File: config.mk
export PLATFORM = sky130hd
export DESIGN_NAME = mem_controller_rr
export DESIGN_NICKNAME = d
export VERILOG_FILES = /design/src/rtl/mem_ctrl_pkg.sv /design/src/rtl/rr_arbiter.sv /design/src/rtl/mem_controller_rr.sv
export SDC_FILE = /design/constraint.sdc
export NUM_CORES = 1
export LEC_CHECK = 0
export BUFFER_PORTS_ARGS = -buffer_cell sky130_fd_sc_hd__buf_2
export CAP_MARGIN = 20
export CORE_ASPECT_RATIO = 0.7
export CORE_UTILIZATION = 30
export CTS_BUF_LIST = sky130_fd_sc_hd__clkbuf_8
export CTS_CLUSTER_SIZE = 8
export DETAILED_ROUTE_END_ITERATION = 8
export SKIP_LAST_GASP = 1
export SLEW_MARGIN = 0
export SYNTH_ARGS = -nofsm -noshare
export SYNTH_HDL_FRONTEND = slang
export SYNTH_SLANG_ARGS = --single-unit
File: constraint.sdc
create_clock -name clk -period 4.65 [get_ports clk]
set_clock_uncertainty 0.2 [all_clocks]
set_input_delay 0.465 -clock clk [delete_from_list [all_inputs] [get_ports clk]]
set_output_delay 0.465 -clock clk [all_outputs]
set_load 0.005 [all_outputs]
File: src/rtl/mem_ctrl_pkg.sv
// Shared types and helpers for the round-robin global-memory controller.
//   chan_state_t : per-channel transaction state
//   STAT_BITS    : width of the optional performance counters
//   idx_bits()   : consumer index width, never less than one bit
//   sat_add()    : saturating add used by the performance counters
package mem_ctrl_pkg;

  typedef enum logic [2:0] {
    IDLE,
    READ_WAITING,
    WRITE_WAITING,
    READ_RELAYING,
    WRITE_RELAYING
  } chan_state_t;

  localparam int unsigned STAT_BITS = 32;

  function automatic int unsigned idx_bits(input int unsigned n);
    return (n > 1) ? $clog2(n) : 1;
  endfunction

  function automatic logic [STAT_BITS-1:0] sat_add(input logic [STAT_BITS-1:0] a,
                                                   input logic [STAT_BITS-1:0] b);
    logic [STAT_BITS:0] s;
    s = {1'b0, a} + {1'b0, b};
    return s[STAT_BITS] ? '1 : s[STAT_BITS-1:0];
  endfunction

endpackage

File: src/rtl/rr_arbiter.sv
// Combinational round-robin arbiter.
//   req_i   : request vector, one bit per consumer
//   ptr_i   : index at which the scan starts (wraps modulo N)
//   gnt_o   : one-hot grant (all zero when nothing is requested)
//   idx_o   : index of the granted consumer
//   valid_o : a grant was made
module rr_arbiter #(
  parameter int unsigned N  = 4,
  parameter int unsigned IW = 2
) (
  input  logic [N-1:0]  req_i,
  input  logic [IW-1:0] ptr_i,
  output logic [N-1:0]  gnt_o,
  output logic [IW-1:0] idx_o,
  output logic          valid_o
);

  // Two ascending passes: first from ptr_i to the top, then wrap to the
  // indices below ptr_i. This is the modulo-N scan without a variable modulo.
  always_comb begin
    gnt_o   = '0;
    idx_o   = '0;
    valid_o = 1'b0;
    for (int j = 0; j < int'(N); j++) begin
      if (!valid_o && req_i[j] && (j >= int'(ptr_i))) begin
        valid_o  = 1'b1;
        gnt_o[j] = 1'b1;
        idx_o    = IW'(j);
      end
    end
    for (int j = 0; j < int'(N); j++) begin
      if (!valid_o && req_i[j] && (j < int'(ptr_i))) begin
        valid_o  = 1'b1;
        gnt_o[j] = 1'b1;
        idx_o    = IW'(j);
      end
    end
  end

endmodule

File: src/rtl/mem_controller_rr.sv
// Global-memory controller: N consumers share C memory channels with
// round-robin arbitration. Each idle channel picks the next eligible consumer
// from the shared pointer; grants are chained so no consumer is granted twice
// in one cycle. A consumer asserting both read and write is served as a read.
//   clk, reset               : clock, synchronous active-high reset
//   consumer_read_*          : per-consumer read request / response
//   consumer_write_*         : per-consumer write request / completion
//   mem_read_*, mem_write_*  : per-channel memory-side interface
// Optional: define MEM_CTRL_STATS_EN to add stat_reads, stat_writes and
// stat_stall_cycles (saturating 32-bit counters).
module mem_controller_rr
  import mem_ctrl_pkg::*;
#(
  parameter int unsigned ADDR_BITS     = 8,
  parameter int unsigned DATA_BITS     = 16,
  parameter int unsigned NUM_CONSUMERS = 4,
  parameter int unsigned NUM_CHANNELS  = 1,
  parameter int unsigned WRITE_ENABLE  = 1
) (
  input  logic                                     clk,
  input  logic                                     reset,
  input  logic [NUM_CONSUMERS-1:0]                 consumer_read_valid,
  input  logic [NUM_CONSUMERS-1:0][ADDR_BITS-1:0]  consumer_read_address,
  output logic [NUM_CONSUMERS-1:0]                 consumer_read_ready,
  output logic [NUM_CONSUMERS-1:0][DATA_BITS-1:0]  consumer_read_data,
  input  logic [NUM_CONSUMERS-1:0]                 consumer_write_valid,
  input  logic [NUM_CONSUMERS-1:0][ADDR_BITS-1:0]  consumer_write_address,
  input  logic [NUM_CONSUMERS-1:0][DATA_BITS-1:0]  consumer_write_data,
  output logic [NUM_CONSUMERS-1:0]                 consumer_write_ready,
  output logic [NUM_CHANNELS-1:0]                  mem_read_valid,
  output logic [NUM_CHANNELS-1:0][ADDR_BITS-1:0]   mem_read_address,
  input  logic [NUM_CHANNELS-1:0]                  mem_read_ready,
  input  logic [NUM_CHANNELS-1:0][DATA_BITS-1:0]   mem_read_data,
  output logic [NUM_CHANNELS-1:0]                  mem_write_valid,
  output logic [NUM_CHANNELS-1:0][ADDR_BITS-1:0]   mem_write_address,
  output logic [NUM_CHANNELS-1:0][DATA_BITS-1:0]   mem_write_data,
  input  logic [NUM_CHANNELS-1:0]                  mem_write_ready
`ifdef MEM_CTRL_STATS_EN
  ,
  output logic [STAT_BITS-1:0]                     stat_reads,
  output logic [STAT_BITS-1:0]                     stat_writes,
  output logic [STAT_BITS-1:0]                     stat_stall_cycles
`endif
);

  localparam int unsigned N  = NUM_CONSUMERS;
  localparam int unsigned C  = NUM_CHANNELS;
  localparam int unsigned IW = idx_bits(NUM_CONSUMERS);
  localparam bit          WE = (WRITE_ENABLE != 0);

  chan_state_t                  state_q [C];
  chan_state_t                  state_d [C];
  logic [IW-1:0]                owner_q [C];
  logic [IW-1:0]                owner_d [C];
  logic [N-1:0]                 busy_q, busy_d;
  logic [IW-1:0]                rr_ptr_q, rr_ptr_d;
  logic [N-1:0]                 crr_q, crr_d;
  logic [N-1:0][DATA_BITS-1:0]  crd_q, crd_d;
  logic [N-1:0]                 cwr_q, cwr_d;
  logic [C-1:0]                 mrv_q, mrv_d;
  logic [C-1:0][ADDR_BITS-1:0]  mra_q, mra_d;
  logic [C-1:0]                 mwv_q, mwv_d;
  logic [C-1:0][ADDR_BITS-1:0]  mwa_q, mwa_d;
  logic [C-1:0][DATA_BITS-1:0]  mwd_q, mwd_d;

  logic [N-1:0]                 eligible;
  logic [C-1:0][N-1:0]          remain;
  logic [C-1:0][N-1:0]          ch_req;
  logic [C-1:0][N-1:0]          ch_gnt;
  logic [C-1:0][IW-1:0]         ch_idx;
  logic [C-1:0]                 ch_valid;

  assign eligible = (consumer_read_valid | (WE ? consumer_write_valid : '0)) & ~busy_q;

  // Channel c only sees consumers not already taken by channels below it.
  for (genvar c = 0; c < int'(C); c++) begin : g_arb
    if (c == 0) begin : g_first
      assign remain[c] = eligible;
    end else begin : g_chain
      assign remain[c] = remain[c-1] & ~ch_gnt[c-1];
    end
    assign ch_req[c] = (state_q[c] == IDLE) ? remain[c] : '0;

    rr_arbiter #(
      .N  (N),
      .IW (IW)
    ) u_arb (
      .req_i   (ch_req[c]),
      .ptr_i   (rr_ptr_q),
      .gnt_o   (ch_gnt[c]),
      .idx_o   (ch_idx[c]),
      .valid_o (ch_valid[c])
    );
  end

  always_comb begin
    state_d  = state_q;
    owner_d  = owner_q;
    busy_d   = busy_q;
    rr_ptr_d = rr_ptr_q;
    crr_d    = crr_q;
    crd_d    = crd_q;
    cwr_d    = cwr_q;
    mrv_d    = mrv_q;
    mra_d    = mra_q;
    mwv_d    = mwv_q;
    mwa_d    = mwa_q;
    mwd_d    = mwd_q;
    for (int c = 0; c < int'(C); c++) begin
      case (state_q[c])
        IDLE: begin
          if (ch_valid[c]) begin
            owner_d[c]         = ch_idx[c];
            busy_d[ch_idx[c]]  = 1'b1;
            // Later channels overwrite, so the pointer follows the last grant.
            rr_ptr_d = (ch_idx[c] == IW'(N - 1)) ? '0 : ch_idx[c] + IW'(1);
            if (consumer_read_valid[ch_idx[c]]) begin
              state_d[c] = READ_WAITING;
              mrv_d[c]   = 1'b1;
              mra_d[c]   = consumer_read_address[ch_idx[c]];
            end else begin
              state_d[c] = WRITE_WAITING;
              mwv_d[c]   = 1'b1;
              mwa_d[c]   = consumer_write_address[ch_idx[c]];
              mwd_d[c]   = consumer_write_data[ch_idx[c]];
            end
          end
        end
        READ_WAITING: begin
          if (mem_read_ready[c]) begin
            mrv_d[c]          = 1'b0;
            crr_d[owner_q[c]] = 1'b1;
            crd_d[owner_q[c]] = mem_read_data[c];
            state_d[c]        = READ_RELAYING;
          end
        end
        WRITE_WAITING: begin
          if (mem_write_ready[c]) begin
            mwv_d[c]          = 1'b0;
            cwr_d[owner_q[c]] = 1'b1;
            state_d[c]        = WRITE_RELAYING;
          end
        end
        READ_RELAYING: begin
          if (!consumer_read_valid[owner_q[c]]) begin
            crr_d[owner_q[c]]  = 1'b0;
            busy_d[owner_q[c]] = 1'b0;
            state_d[c]         = IDLE;
          end
        end
        WRITE_RELAYING: begin
          if (!consumer_write_valid[owner_q[c]]) begin
            cwr_d[owner_q[c]]  = 1'b0;
            busy_d[owner_q[c]] = 1'b0;
            state_d[c]         = IDLE;
          end
        end
        default: state_d[c] = IDLE;
      endcase
    end
  end

  always_ff @(posedge clk) begin
    if (reset) begin
      state_q  <= '{default: IDLE};
      owner_q  <= '{default: '0};
      busy_q   <= '0;
      rr_ptr_q <= '0;
      crr_q    <= '0;
      crd_q    <= '0;
      cwr_q    <= '0;
      mrv_q    <= '0;
      mra_q    <= '0;
      mwv_q    <= '0;
      mwa_q    <= '0;
      mwd_q    <= '0;
    end else begin
      state_q  <= state_d;
      owner_q  <= owner_d;
      busy_q   <= busy_d;
      rr_ptr_q <= rr_ptr_d;
      crr_q    <= crr_d;
      crd_q    <= crd_d;
      cwr_q    <= cwr_d;
      mrv_q    <= mrv_d;
      mra_q    <= mra_d;
      mwv_q    <= mwv_d;
      mwa_q    <= mwa_d;
      mwd_q    <= mwd_d;
    end
  end

  assign consumer_read_ready  = crr_q;
  assign consumer_read_data   = crd_q;
  assign mem_read_valid       = mrv_q;
  assign mem_read_address     = mra_q;
  // Read-only builds hold the whole write side at zero.
  assign consumer_write_ready = WE ? cwr_q : '0;
  assign mem_write_valid      = WE ? mwv_q : '0;
  assign mem_write_address    = WE ? mwa_q : '0;
  assign mem_write_data       = WE ? mwd_q : '0;

`ifdef MEM_CTRL_STATS_EN
  logic [STAT_BITS-1:0] reads_q, writes_q, stall_q;
  logic [C-1:0]         rd_done, wr_done;
  logic                 any_idle;

  // A transaction completes when its channel leaves RELAYING.
  always_comb begin
    rd_done  = '0;
    wr_done  = '0;
    any_idle = 1'b0;
    for (int c = 0; c < int'(C); c++) begin
      rd_done[c] = (state_q[c] == READ_RELAYING) && !consumer_read_valid[owner_q[c]];
      wr_done[c] = (state_q[c] == WRITE_RELAYING) && !consumer_write_valid[owner_q[c]];
      if (state_q[c] == IDLE) any_idle = 1'b1;
    end
  end

  always_ff @(posedge clk) begin
    if (reset) begin
      reads_q  <= '0;
      writes_q <= '0;
      stall_q  <= '0;
    end else begin
      reads_q  <= sat_add(reads_q, STAT_BITS'($countones(rd_done)));
      writes_q <= sat_add(writes_q, STAT_BITS'($countones(wr_done)));
      stall_q  <= sat_add(stall_q, {{(STAT_BITS-1){1'b0}}, (|eligible) && !any_idle});
    end
  end

  assign stat_reads        = reads_q;
  assign stat_writes       = writes_q;
  assign stat_stall_cycles = stall_q;
`endif

endmodule
==> results.py, run 1 <==
metrics = {
    "run_status": {
        "status": "complete, no violations",
    },
    "final_layout": {
        "regArea_um2": 2342,
        "fin_nets": 1155,
        "n_antenna_cell": 0,
        "synthToLayoutAreaGrowth_pct": 29.01,
        "final_cells": 1272,
        "fill_cells": 2088,
        "multiInputGateArea_um2": 3182,
        "drive_above_1_share": 0.3264,
    },
    "clocking": {
        "clkTransAtPathRegs_ns": 0.08,
        "cts.sinks": 117,
        "numCtsBuffers": 17,
        "cts_buffer_depth": 2,
        "cts_tree": "done",
        "post_cts.repair.setup_buffers": 0,
        "htreeDepth": 4,
        "root_buffer": "clkbuf_8",
        "cts_resized": 0,
        "clk_latency_ns": 0.44,
        "hold_buffers": 0,
    },
    "timing": {
        "slew_viol_final": 0,
        "finalHoldViolations": 0,
        "setup_tns_ns": 0,
        "tightest_slew_ns": 1.006,
        "period_needed_ns": 3.372,
        "max_freq_mhz": 296.5,
        "fin_crit_sh": 0.7252,
        "slew_headroom": 0.3292,
        "rsz0062_at_grt": "no",
        "setup_violations": 0,
    },
    "routing": {
        "drc": 0,
        "viasPerCell": 5.160,
        "routedWlPerCell_um": 16.28,
        "drt_iter0_drc": 540,
        "drtPass1Iterations": 5,
        "vias": 6564,
        "detail-route-antenna-nets": 0,
        "totalWireLength_um": 20710,
    },
    "setup_path": {
        "crit_chain": "or3_1 > a311o_4 > o21ai_4 > nand3_1 > nand3_1 > a21oi_1",
        "cp_top_family": "simple AND/OR/NAND/NOR gates",
        "cpMostUsedCell": "nand3_1",
        "crit_required_ns": 4.73,
        "rr_endpoint": "mem_write_data[11]",
        "critical_path_peak_fanout": 67,
        "crit_path_end_kind": "flop",
        "worstSetupPathType": "flop to flop",
        "r2r_cells": 6,
        "startpoint_type": "flop",
        "rrSetupSlack_ns": 1.28,
        "cp_data_arrival_time_ns": 3.46,
        "critPathMaxStageDelay_ns": 0.71,
        "rr_startpoint": "state_q[1]",
        "crit_path_start": "state_q[1]",
        "critPathSlowestCell": "nand3_1",
        "crit_buf_inv": 0,
    },
    "synthesis": {
        "synth_area_leaders": "dfxtp_1 39%, a21oi_1 9.4%, nand2_1 8.9%, o21ai_0 6.9%, a31oi_1 6.9%",
        "synth_mux_area_frac": 0.009283,
        "synth_edf_count": 0,
        "async_reset_ff_frac": 0,
        "syn-num-nets": 941,
        "synth_compound_area_frac": 0.3388,
        "ys_ff_latch": 117,
        "syn_avg_cell_area_um2": 7.594,
        "yosysSeqAreaShare": 0.3949,
        "yosysUniqueCellTypes": 50,
        "yosys_warnings": 0,
        "yosys.area_share.xor_xnor": 0,
        "yosysTopAreaCell": "dfxtp_1",
        "synth_simple_gate_area_frac": 0.1787,
        "syn-instance-count": 781,
        "syn_area_um2": 5931,
        "synth_flop_cell": "dfxtp_1",
        "synth_fa_ha_area_frac": 0.008439,
        "synth_top_area_frac": 0.3949,
        "synth_top_family_by_area": "compound AO/OA/AOI/OAI gates",
    },
    "global_routing": {
        "grt_pass1_wl_um": 32120,
        "grt_overflow": 0,
        "grt_pass1_vias": 5996,
        "grt_usage": 0.1988,
        "antenna_found_initial": 1,
        "grt_max_degree": 68,
    },
    "die": {
        "rows": 42,
        "start_util": 0.3100,
        "die_x_um": 170.1,
        "die_area_um2": 20340,
        "coreArea_um2": 19130,
        "chipHeight_um": 119.6,
        "pin_count": 262,
    },
    "pwr": {
        "p_clk_frac": 0.197,
        "p_per_area_nw_per_um2": 626.1,
        "power_frac_comb": 0.532,
        "ir_worst_vdd_v": 0.0004205,
        "netSwitchingPower_mw": 2.257,
        "switching_share": 0.4712,
        "p_leak_nw": 3.168,
        "p_int_mw": 2.533,
        "power_frac_seq": 0.270,
    },
    "hold_path": {
        "hp-class": "input port to flop",
        "hold_path_depth": 3,
        "min_from": "mem_read_data[15]",
        "min_to": "consumer_read_data[31]",
    },
    "flow_run": {
        "drv_cap": 0,
    },
    "place": {
        "dp_hpwl_um": 14750,
        "port_buffers": 261,
        "dp.cells": 1238,
        "gp_congestion": 0.8103,
    },
}
[flip-flops by register name (all words and copies together), names as in the netlist, named ones only]
signal / cells
mem_write_data: 16
mem_write_valid: 1
owner_q: 2
mem_read_address: 8
busy_q: 4
state_q: 3
consumer_read_data: 64
mem_read_valid: 1
rr_ptr_q: 2
mem_write_address: 8
[final cells by class]
class | count | share of cell area
Multi-Input combinational cell | 584 | 0.4159
Timing Repair Buffer | 270 | 0.1804
Clock inverter | 13 | 0.01783
Inverter | 5 | 0.002453
Tap cell | 264 | 0.04317
Clock buffer | 19 | 0.03418
Sequential cell | 117 | 0.3061
[layout by cell type, fill, tap and decap left out, types with 4 or more instances in the layout]
cell type	instances
o21ai_1	25
nor3_1	11
nor2_1	18
nand2_1	140
a31oi_1	65
a22oi_1	33
o21ai_0	82
buf_2	260
nand2b_1	6
a21oi_1	111
nand3_1	38
clkbuf_8	19
dfxtp_1	117
inv_6	6
buf_4	9
ha_1	4
[worst max path at each step]
stage / to / slack (ns) / depth (start not counted)
finish: mem_write_data[11] / 1.28 / 6
global route: mem_write_data[8] / 0.95 / 6
CTS: mem_write_data[5] / 1.26 / 6
detailed placement: mem_write_data[5] / 1.13 / 8
global placement: mem_write_data[3] / 1.23 / 8
floorplan: rr_ptr_q[0] / 2.15 / 11
[kinds of logic after synthesis]
logic type                 after synthesis
DFF                                    117
and+or+nand+nor                        238
AOI/OAI and AO/OA                      339
muxes                                    3
adders and majority gates                4
buffers and inverters                   80
[power groups by stage]
stage          Combinational [mW]  Clock (mW)  Sequential [mW]
4_1_cts                      2.54       0.974             1.30
3_5_place_dp                 2.53           0             1.32
3_3_place_gp                 2.51           0             1.31
5_1_grt                      2.87        1.01             1.32
2_1_floorplan                2.08           0             1.28
6_report                     2.55       0.946             1.30
[per-layer routing]
metal	part of all wire	vias to the layer above	global-route usage	wire length (um)
li1	-	3245	-	-
met1	0.48	3097	0.2764	9890
met2	0.44	207	0.2987	9079
met3	0.077	13	0.06332	1597
met4	0.0062	2	0.04110	128
met5	0.00063	-	0	13
[cell usage after synthesis, types with 12 or more instances]
master	n
a21oi_1	111
a22oi_1	33
a31oi_1	65
o21ai_1	25
nand3_1	38
clkbuf_1	46
nand2_1	141
dfxtp_1	117
nor3_1	12
nor2_1	18
o21ai_0	82
[through the flow]
stage               hold slack [ns]  instance area (um2)  worst slack, ns  utilization  power (mW)
floorplan                    0.2478                 5931            2.149            -       3.359
global placement             0.2399                 7234            1.234       0.3782       3.826
detailed placement           0.2430                 7234            1.128       0.3782       3.849
CTS                         0.06666                 7632            1.259       0.3990       4.811
global route                0.07736                 7651           0.9533       0.4000       5.202
finish                       0.1001                 7651            1.278       0.4000       4.791
[worst min-delay path, stage by stage]
cell and delay [ns]:
buf_2 0.12, nand2_1 0.05, a21oi_1 0.05
No activity file was read; power rests on OpenSTA's default activity.
==> inputs of run 2 (changes only) <==
--- a/config.mk
+++ b/config.mk
@@ -5,6 +5,7 @@
 export SDC_FILE = /design/constraint.sdc
 export NUM_CORES = 1
 export LEC_CHECK = 0
+export ABC_AREA = 1
 export BUFFER_PORTS_ARGS = -buffer_cell sky130_fd_sc_hd__buf_2
 export CAP_MARGIN = 20
 export CORE_ASPECT_RATIO = 0.7
==> constraint.sdc (replaced) <==
create_clock -name clk -period 3.4 [get_ports clk]
set_clock_uncertainty 0.2 [all_clocks]
set_input_delay 0.34 -clock clk [delete_from_list [all_inputs] [get_ports clk]]
set_output_delay 0.34 -clock clk [all_outputs]
set_load 0.005 [all_outputs]
==> run 2 against run 1 <==
Compared with the run above:
- cell area up 3.1%
- worst setup slack got worse by 0.61 ns
- global-route usage grew 0.28 points
- routed wire length shrank 4.3%
- die area is 1.6% lower
- largest power group unchanged
==> results.py, run 2 <==
metrics = {
    "die": {
        "die_x_um": 168.7,
        "die_area_um2": 20030,
        "pin_count": 262,
        "chipHeight_um": 118.7,
        "coreArea_um2": 18970,
        "rows": 42,
        "start_util": 0.3077,
    },
    "hold_path": {
        "hp-class": "input port to flop",
    },
    "timing": {
        "period_needed_ns": 2.734,
        "setup_violations": 0,
        "slew_viol_final": 0,
        "slew_headroom": 0.5162,
        "finalHoldViolations": 0,
        "setup_tns_ns": 0,
        "max_freq_mhz": 365.8,
        "rsz0062_at_grt": "no",
        "fin_crit_sh": 0.8041,
        "tightest_slew_ns": 0.7247,
    },
    "routing": {
        "detail-route-antenna-nets": 0,
        "vias": 6538,
        "drtPass1Iterations": 5,
        "viasPerCell": 4.578,
        "drc": 0,
        "totalWireLength_um": 19820,
        "drt_iter0_drc": 424,
        "routedWlPerCell_um": 13.88,
    },
    "clocking": {
        "hold_buffers": 15,
        "root_buffer": "clkbuf_8",
        "post_cts.repair.setup_buffers": 0,
        "cts_resized": 0,
        "cts_tree": "done",
        "cts.sinks": 117,
        "clk_latency_ns": 0.44,
        "htreeDepth": 4,
        "numCtsBuffers": 17,
        "clkTransAtPathRegs_ns": 0.08,
        "cts_buffer_depth": 2,
    },
    "setup_path": {
        "crit_required_ns": 3.54,
        "crit_path_end_kind": "flop",
        "startpoint_type": "flop",
        "cpMostUsedCell": "nand2_1",
        "crit_buf_inv": 4,
        "worstSetupPathType": "flop to flop",
        "cp_data_arrival_time_ns": 2.87,
        "critical_path_peak_fanout": 48,
        "cp_top_family": "simple AND/OR/NAND/NOR gates",
        "crit_chain": "inv_2 > nand2_4 > nor2_8 > nand3_1 > nand2_1 > inv_1 > nand4_1 > nand2_2 > inv_4 > nand2_1 > nand3_2 > buf_4 > nand2_1 > nand2_1 > nor2_1",
        "critPathSlowestCell": "buf_4",
        "critPathMaxStageDelay_ns": 0.41,
    },
    "final_layout": {
        "multiInputGateArea_um2": 2992,
        "layout_common_cells": "261 x buf_2, 225 x nor2_1, 213 x nand2_1",
        "synthToLayoutAreaGrowth_pct": 35.16,
        "drive_above_1_share": 0.2792,
        "fin_nets": 1311,
        "n_antenna_cell": 0,
        "fill_cells": 2031,
        "largest_register_ffs": 64,
        "regArea_um2": 2342,
        "final_common_cell": "buf_2",
    },
    "synthesis": {
        "syn-instance-count": 892,
        "synth_most_common_cell": "nor2_1",
        "yosysTopAreaCell": "dfxtp_1",
        "syn_area_um2": 5837,
        "async_reset_ff_frac": 0,
        "synth_area_leaders": "dfxtp_1 40%, nor2_1 14%, nand2_1 14%, o21ai_0 8.7%, o2bb2ai_1 4.8%",
        "yosysUniqueCellTypes": 26,
        "ys_ff_latch": 117,
        "yosys_warnings": 0,
        "yosysSeqAreaShare": 0.4013,
        "syn_avg_cell_area_um2": 6.544,
        "synth_top_area_frac": 0.4013,
        "ys_top_cells_by_count": "225 x nor2_1, 213 x nand2_1, 117 x dfxtp_1, 101 x o21ai_0, 54 x inv_1",
        "syn-num-nets": 1052,
        "synth_flop_cell": "dfxtp_1",
        "synth_edf_count": 0,
    },
    "flow_run": {
        "drv_cap": 0,
    },
    "global_routing": {
        "grt_max_degree": 65,
        "antenna_found_initial": 0,
        "grt_pass1_wl_um": 31750,
        "grt_pass1_vias": 6159,
        "grt_overflow": 0,
        "grt_usage": 0.2016,
    },
    "place": {
        "dp_hpwl_um": 14370,
        "gp_congestion": 0.8828,
        "port_buffers": 261,
    },
    "pwr": {
        "p_clk_frac": 0.177,
        "ir_worst_vdd_v": 0.001077,
        "power_frac_comb": 0.585,
        "finalPower_mw": 7.551,
        "p_per_area_nw_per_um2": 957.1,
        "netSwitchingPower_mw": 3.697,
        "switching_share": 0.4896,
        "p_leak_nw": 4.112,
        "p_int_mw": 3.854,
        "power_frac_seq": 0.237,
    },
    "run_status": {
        "status": "complete, no violations",
    },
}
==> run 2: area by class of cell <==
type,count,share of cell area
Timing Repair Buffer,287,0.1986
Sequential cell,117,0.2969
Clock buffer,19,0.03315
Clock inverter,13,0.01856
Tap cell,264,0.04187
Inverter,66,0.03172
Multi-Input combinational cell,662,0.3792
==> run 2: path summary, 6_finish.rpt <==
check	cells after the start	to	start	slack [ns]
min reg2reg	2	mem_write_valid	mem_write_valid	0.25
max reg2reg	15	mem_write_data[15]	state_q[1]	0.67
max	15	mem_write_data[15]	state_q[1]	0.67
min	5	mem_read_address[2]	consumer_read_address[10]	0.07
==> run 2: power by group through the flow <==
| stage | clock [mW] | combinational [mW] | sequential (mW) |
|---|---|---|---|
| after floorplan | 0 | 3.52 | 1.83 |
| after global placement | 0 | 4.45 | 1.82 |
| after detailed placement | 0 | 4.43 | 1.82 |
| after CTS | 1.38 | 4.46 | 1.79 |
| after global routing | 1.45 | 5.10 | 1.82 |
| final | 1.34 | 4.42 | 1.79 |
==> run 2: tightest hold or removal path, delay by kind of cell <==
kind	cells	cell delay, ns
buf+inv	1	0.07
compound gates	1	0.13
simple gates	3	0.14
==> run 2: per-stage QoR <==
step                      instance area (um2)  setup slack [ns]  hold WS, ns  std cells  utilization
final                                    7889            0.6659      0.07145       1428       0.4158
after global routing                     7889            0.3098      0.06673       1428       0.4158
after CTS                                7879            0.6602     0.003348       1427       0.4153
after detailed placement                 7321            0.6548       0.2411       1380       0.3859
after global placement                   7321            0.6831       0.2337       1380       0.3859
after floorplan                          5837             1.255       0.2418        892            -
==> run 2: per-layer routing <==
layer	wire length, um	vias to the layer above	GRT usage
met5	0	-	0
met4	214	0	0.05625
met3	1327	16	0.06330
met2	8758	198	0.3045
met1	9519	2969	0.2739
li1	-	3355	-
==> run 2: cells by family (layout without fill, tap and decap cells) <==
logic type                 Yosys count  in the layout  synth area share
and+or+nand+nor                    484            484            0.3331
DFF                                117            117            0.4013
AOI/OAI and AO/OA                  174            174            0.1708
buffers and inverters              113            385           0.08617
adders and majority gates            4              4          0.008575
==> inputs of run 3 (changes only) <==
==> constraint.sdc (replaced) <==
create_clock -name clk -period 2.6 [get_ports clk]
set_clock_uncertainty 0.2 [all_clocks]
set_input_delay 0.26 -clock clk [delete_from_list [all_inputs] [get_ports clk]]
set_output_delay 0.26 -clock clk [all_outputs]
set_load 0.005 [all_outputs]
==> run 3 against run 2 <==
Compared with the run above:
- cell area is 5.7% higher
- sequential cell count unchanged
- clock power up 18%
- sequential power increased by 31%
- register-to-register slack got worse by 0.45 ns
- utilization rose by 2.4 points
- non-clock buffer count up 46
- via count up 2.9%
- first-iteration DRC count up 4.7%
- routed wire length grew 3.7%
- fmax grew 15%
- sequential share of layout area shrank 1.6 points
- largest cell class unchanged
- largest power group unchanged
==> results.py, run 3 (synthesis results as in run 2) <==
metrics = {
    "timing": {
        "setup_tns_ns": 0,
        "slew_headroom": 0.5610,
        "period_needed_ns": 2.388,
        "slew_viol_final": 0,
        "rsz0062_at_grt": "no",
        "setup_violations": 0,
        "finalHoldViolations": 0,
        "tightest_slew_ns": 0.6569,
        "max_freq_mhz": 418.8,
        "fin_crit_sh": 0.9183,
    },
    "clocking": {
        "clkTransAtPathRegs_ns": 0.08,
        "cts_buffer_depth": 2,
        "numCtsBuffers": 17,
        "htreeDepth": 4,
        "cts.sinks": 117,
        "cts_tree": "done",
        "clk_latency_ns": 0.43,
        "root_buffer": "clkbuf_8",
    },
    "final_layout": {
        "postLayoutCoreUtil": 0.4397,
        "final_common_cell": "buf_2",
        "drive_above_1_share": 0.2760,
        "n_antenna_cell": 0,
        "synthToLayoutAreaGrowth_pct": 42.92,
        "finalInstanceArea_um2": 8342,
        "layout_common_cells": "261 x buf_2, 225 x nor2_1, 213 x nand2_1",
        "largest_register_ffs": 64,
        "fin_nets": 1357,
    },
    "setup_path": {
        "crit_required_ns": 2.77,
        "rr_endpoint": "mem_write_valid",
        "critPathSlowestCell": "dfxtp_1",
        "worstSetupPathType": "flop to flop",
        "startpoint_type": "flop",
        "cpMostUsedCell": "nand2_1",
        "worstSetupEndpoint": "mem_write_valid",
        "rrSetupSlack_ns": 0.21,
        "critical_path_peak_fanout": 10,
        "rr_startpoint": "state_q[2]",
        "critPathMaxStageDelay_ns": 0.50,
        "r2r_cells": 14,
        "cp_data_arrival_time_ns": 2.56,
        "crit_chain": "inv_2 > nand2_1 > nor2_1 > inv_2 > nand2_1 > nor3_1 > nand3_1 > inv_2 > nand2_1 > nand3_2 > inv_1 > nand2_1 > nand2_1 > a21oi_1",
        "crit_path_end_kind": "flop",
        "crit_path_start": "state_q[2]",
    },
    "die": {
        "die_area_um2": 20030,
        "coreArea_um2": 18970,
        "start_util": 0.3077,
        "pin_count": 262,
        "rows": 42,
        "die_x_um": 168.7,
        "chipHeight_um": 118.7,
    },
    "routing": {
        "vias": 6727,
        "viasPerCell": 4.564,
        "detail-route-antenna-nets": 0,
        "drt_iter0_drc": 444,
        "drtPass1Iterations": 5,
        "routedWlPerCell_um": 13.95,
        "drc": 0,
        "totalWireLength_um": 20560,
    },
    "global_routing": {
        "grt_pass1_wl_um": 32850,
        "grt_overflow": 0,
        "grt_pass1_vias": 6489,
        "grt_max_degree": 65,
        "antenna_found_initial": 0,
        "grt_usage": 0.2076,
    },
    "hold_path": {
        "hp-class": "input port to flop",
    },
    "place": {
        "port_buffers": 261,
        "gp_congestion": 0.8801,
        "dp_hpwl_um": 14180,
        "place_area_um2": 7406,
    },
    "pwr": {
        "p_leak_nw": 4.310,
        "ir_worst_vdd_v": 0.001014,
        "p_per_area_nw_per_um2": 1226,
    },
    "run_status": {
        "status": "complete, no violations",
    },
    "flow_run": {
        "drv_cap": 0,
    },
}
## run 3: routing by layer
metal | vias to the layer above | track usage | part of all wire
met1 | 3021 | 0.2777 | 0.47
met5 | - | 0 | 0
met3 | 25 | 0.05124 | 0.068
li1 | 3450 | - | -
met2 | 231 | 0.3236 | 0.45
met4 | 0 | 0.07159 | 0.015
## run 3: worst min path at each step
stage                                   start  depth (start not counted)  slack [ns]                endpoint
CTS                    consumer_write_data[6]                          5     0.00005       mem_write_data[6]
floorplan                    mem_read_data[0]                          2        0.19  consumer_read_data[16]
detailed placement             mem_read_valid                          2        0.24          mem_read_valid
global placement              mem_write_valid                          2        0.23         mem_write_valid
finish                 consumer_write_data[6]                          5        0.03       mem_write_data[6]
global route        consumer_read_address[13]                          5        0.03     mem_read_address[5]
## run 3: worst max-delay path, delay by kind of cell (launching register included)
kind,cells,cell delay [ns]
AO/OA/AOI/OAI,1,0.12
AND/OR/NAND/NOR,9,1.08
buffers and inverters,4,0.42
flip-flops,1,0.50
## run 3: power breakdown
group	total (mW)	leakage (nW)	internal [mW]	switching, mW
logic	6.30	3.17	2.34	3.96
registers	2.34	0.955	2.16	0.178
clock network	1.58	0.184	0.710	0.873
## run 3: repair_timing
| item | CTS | global route |
|---|---|---|
| setup endpoints to repair | 0 | 10 |
| endpoints found under the hold margin | 89 | 0 |
| buffers inserted | 0 | 0 |
| gates resized for setup | 0 | 3 |
| hold buffers | 53 | 0 |
## run 3: area by class of cell
type,instances,area [um2]
Clock buffer,18,247.7
Clock inverter,14,115.1
Fill cell,1998,10630
Inverter,66,252.7
Multi-Input combinational cell,662,2999
Sequential cell,117,2342
Tap cell,264,330.3
Timing Repair Buffer,333,2054
## run 3: per-stage QoR
step           setup slack, ns  hold slack (ns)  std cells  total power [mW]
6_report                0.2123          0.02753       1474             10.22
5_1_grt                0.02554          0.02703       1474             11.35
3_3_place_gp            0.2070           0.2304       1388             8.404
2_1_floorplan           0.4554           0.1949        892             7.001
4_1_cts                 0.2146       0.00005013       1473             10.11
3_5_place_dp            0.2294           0.2445       1388             8.423
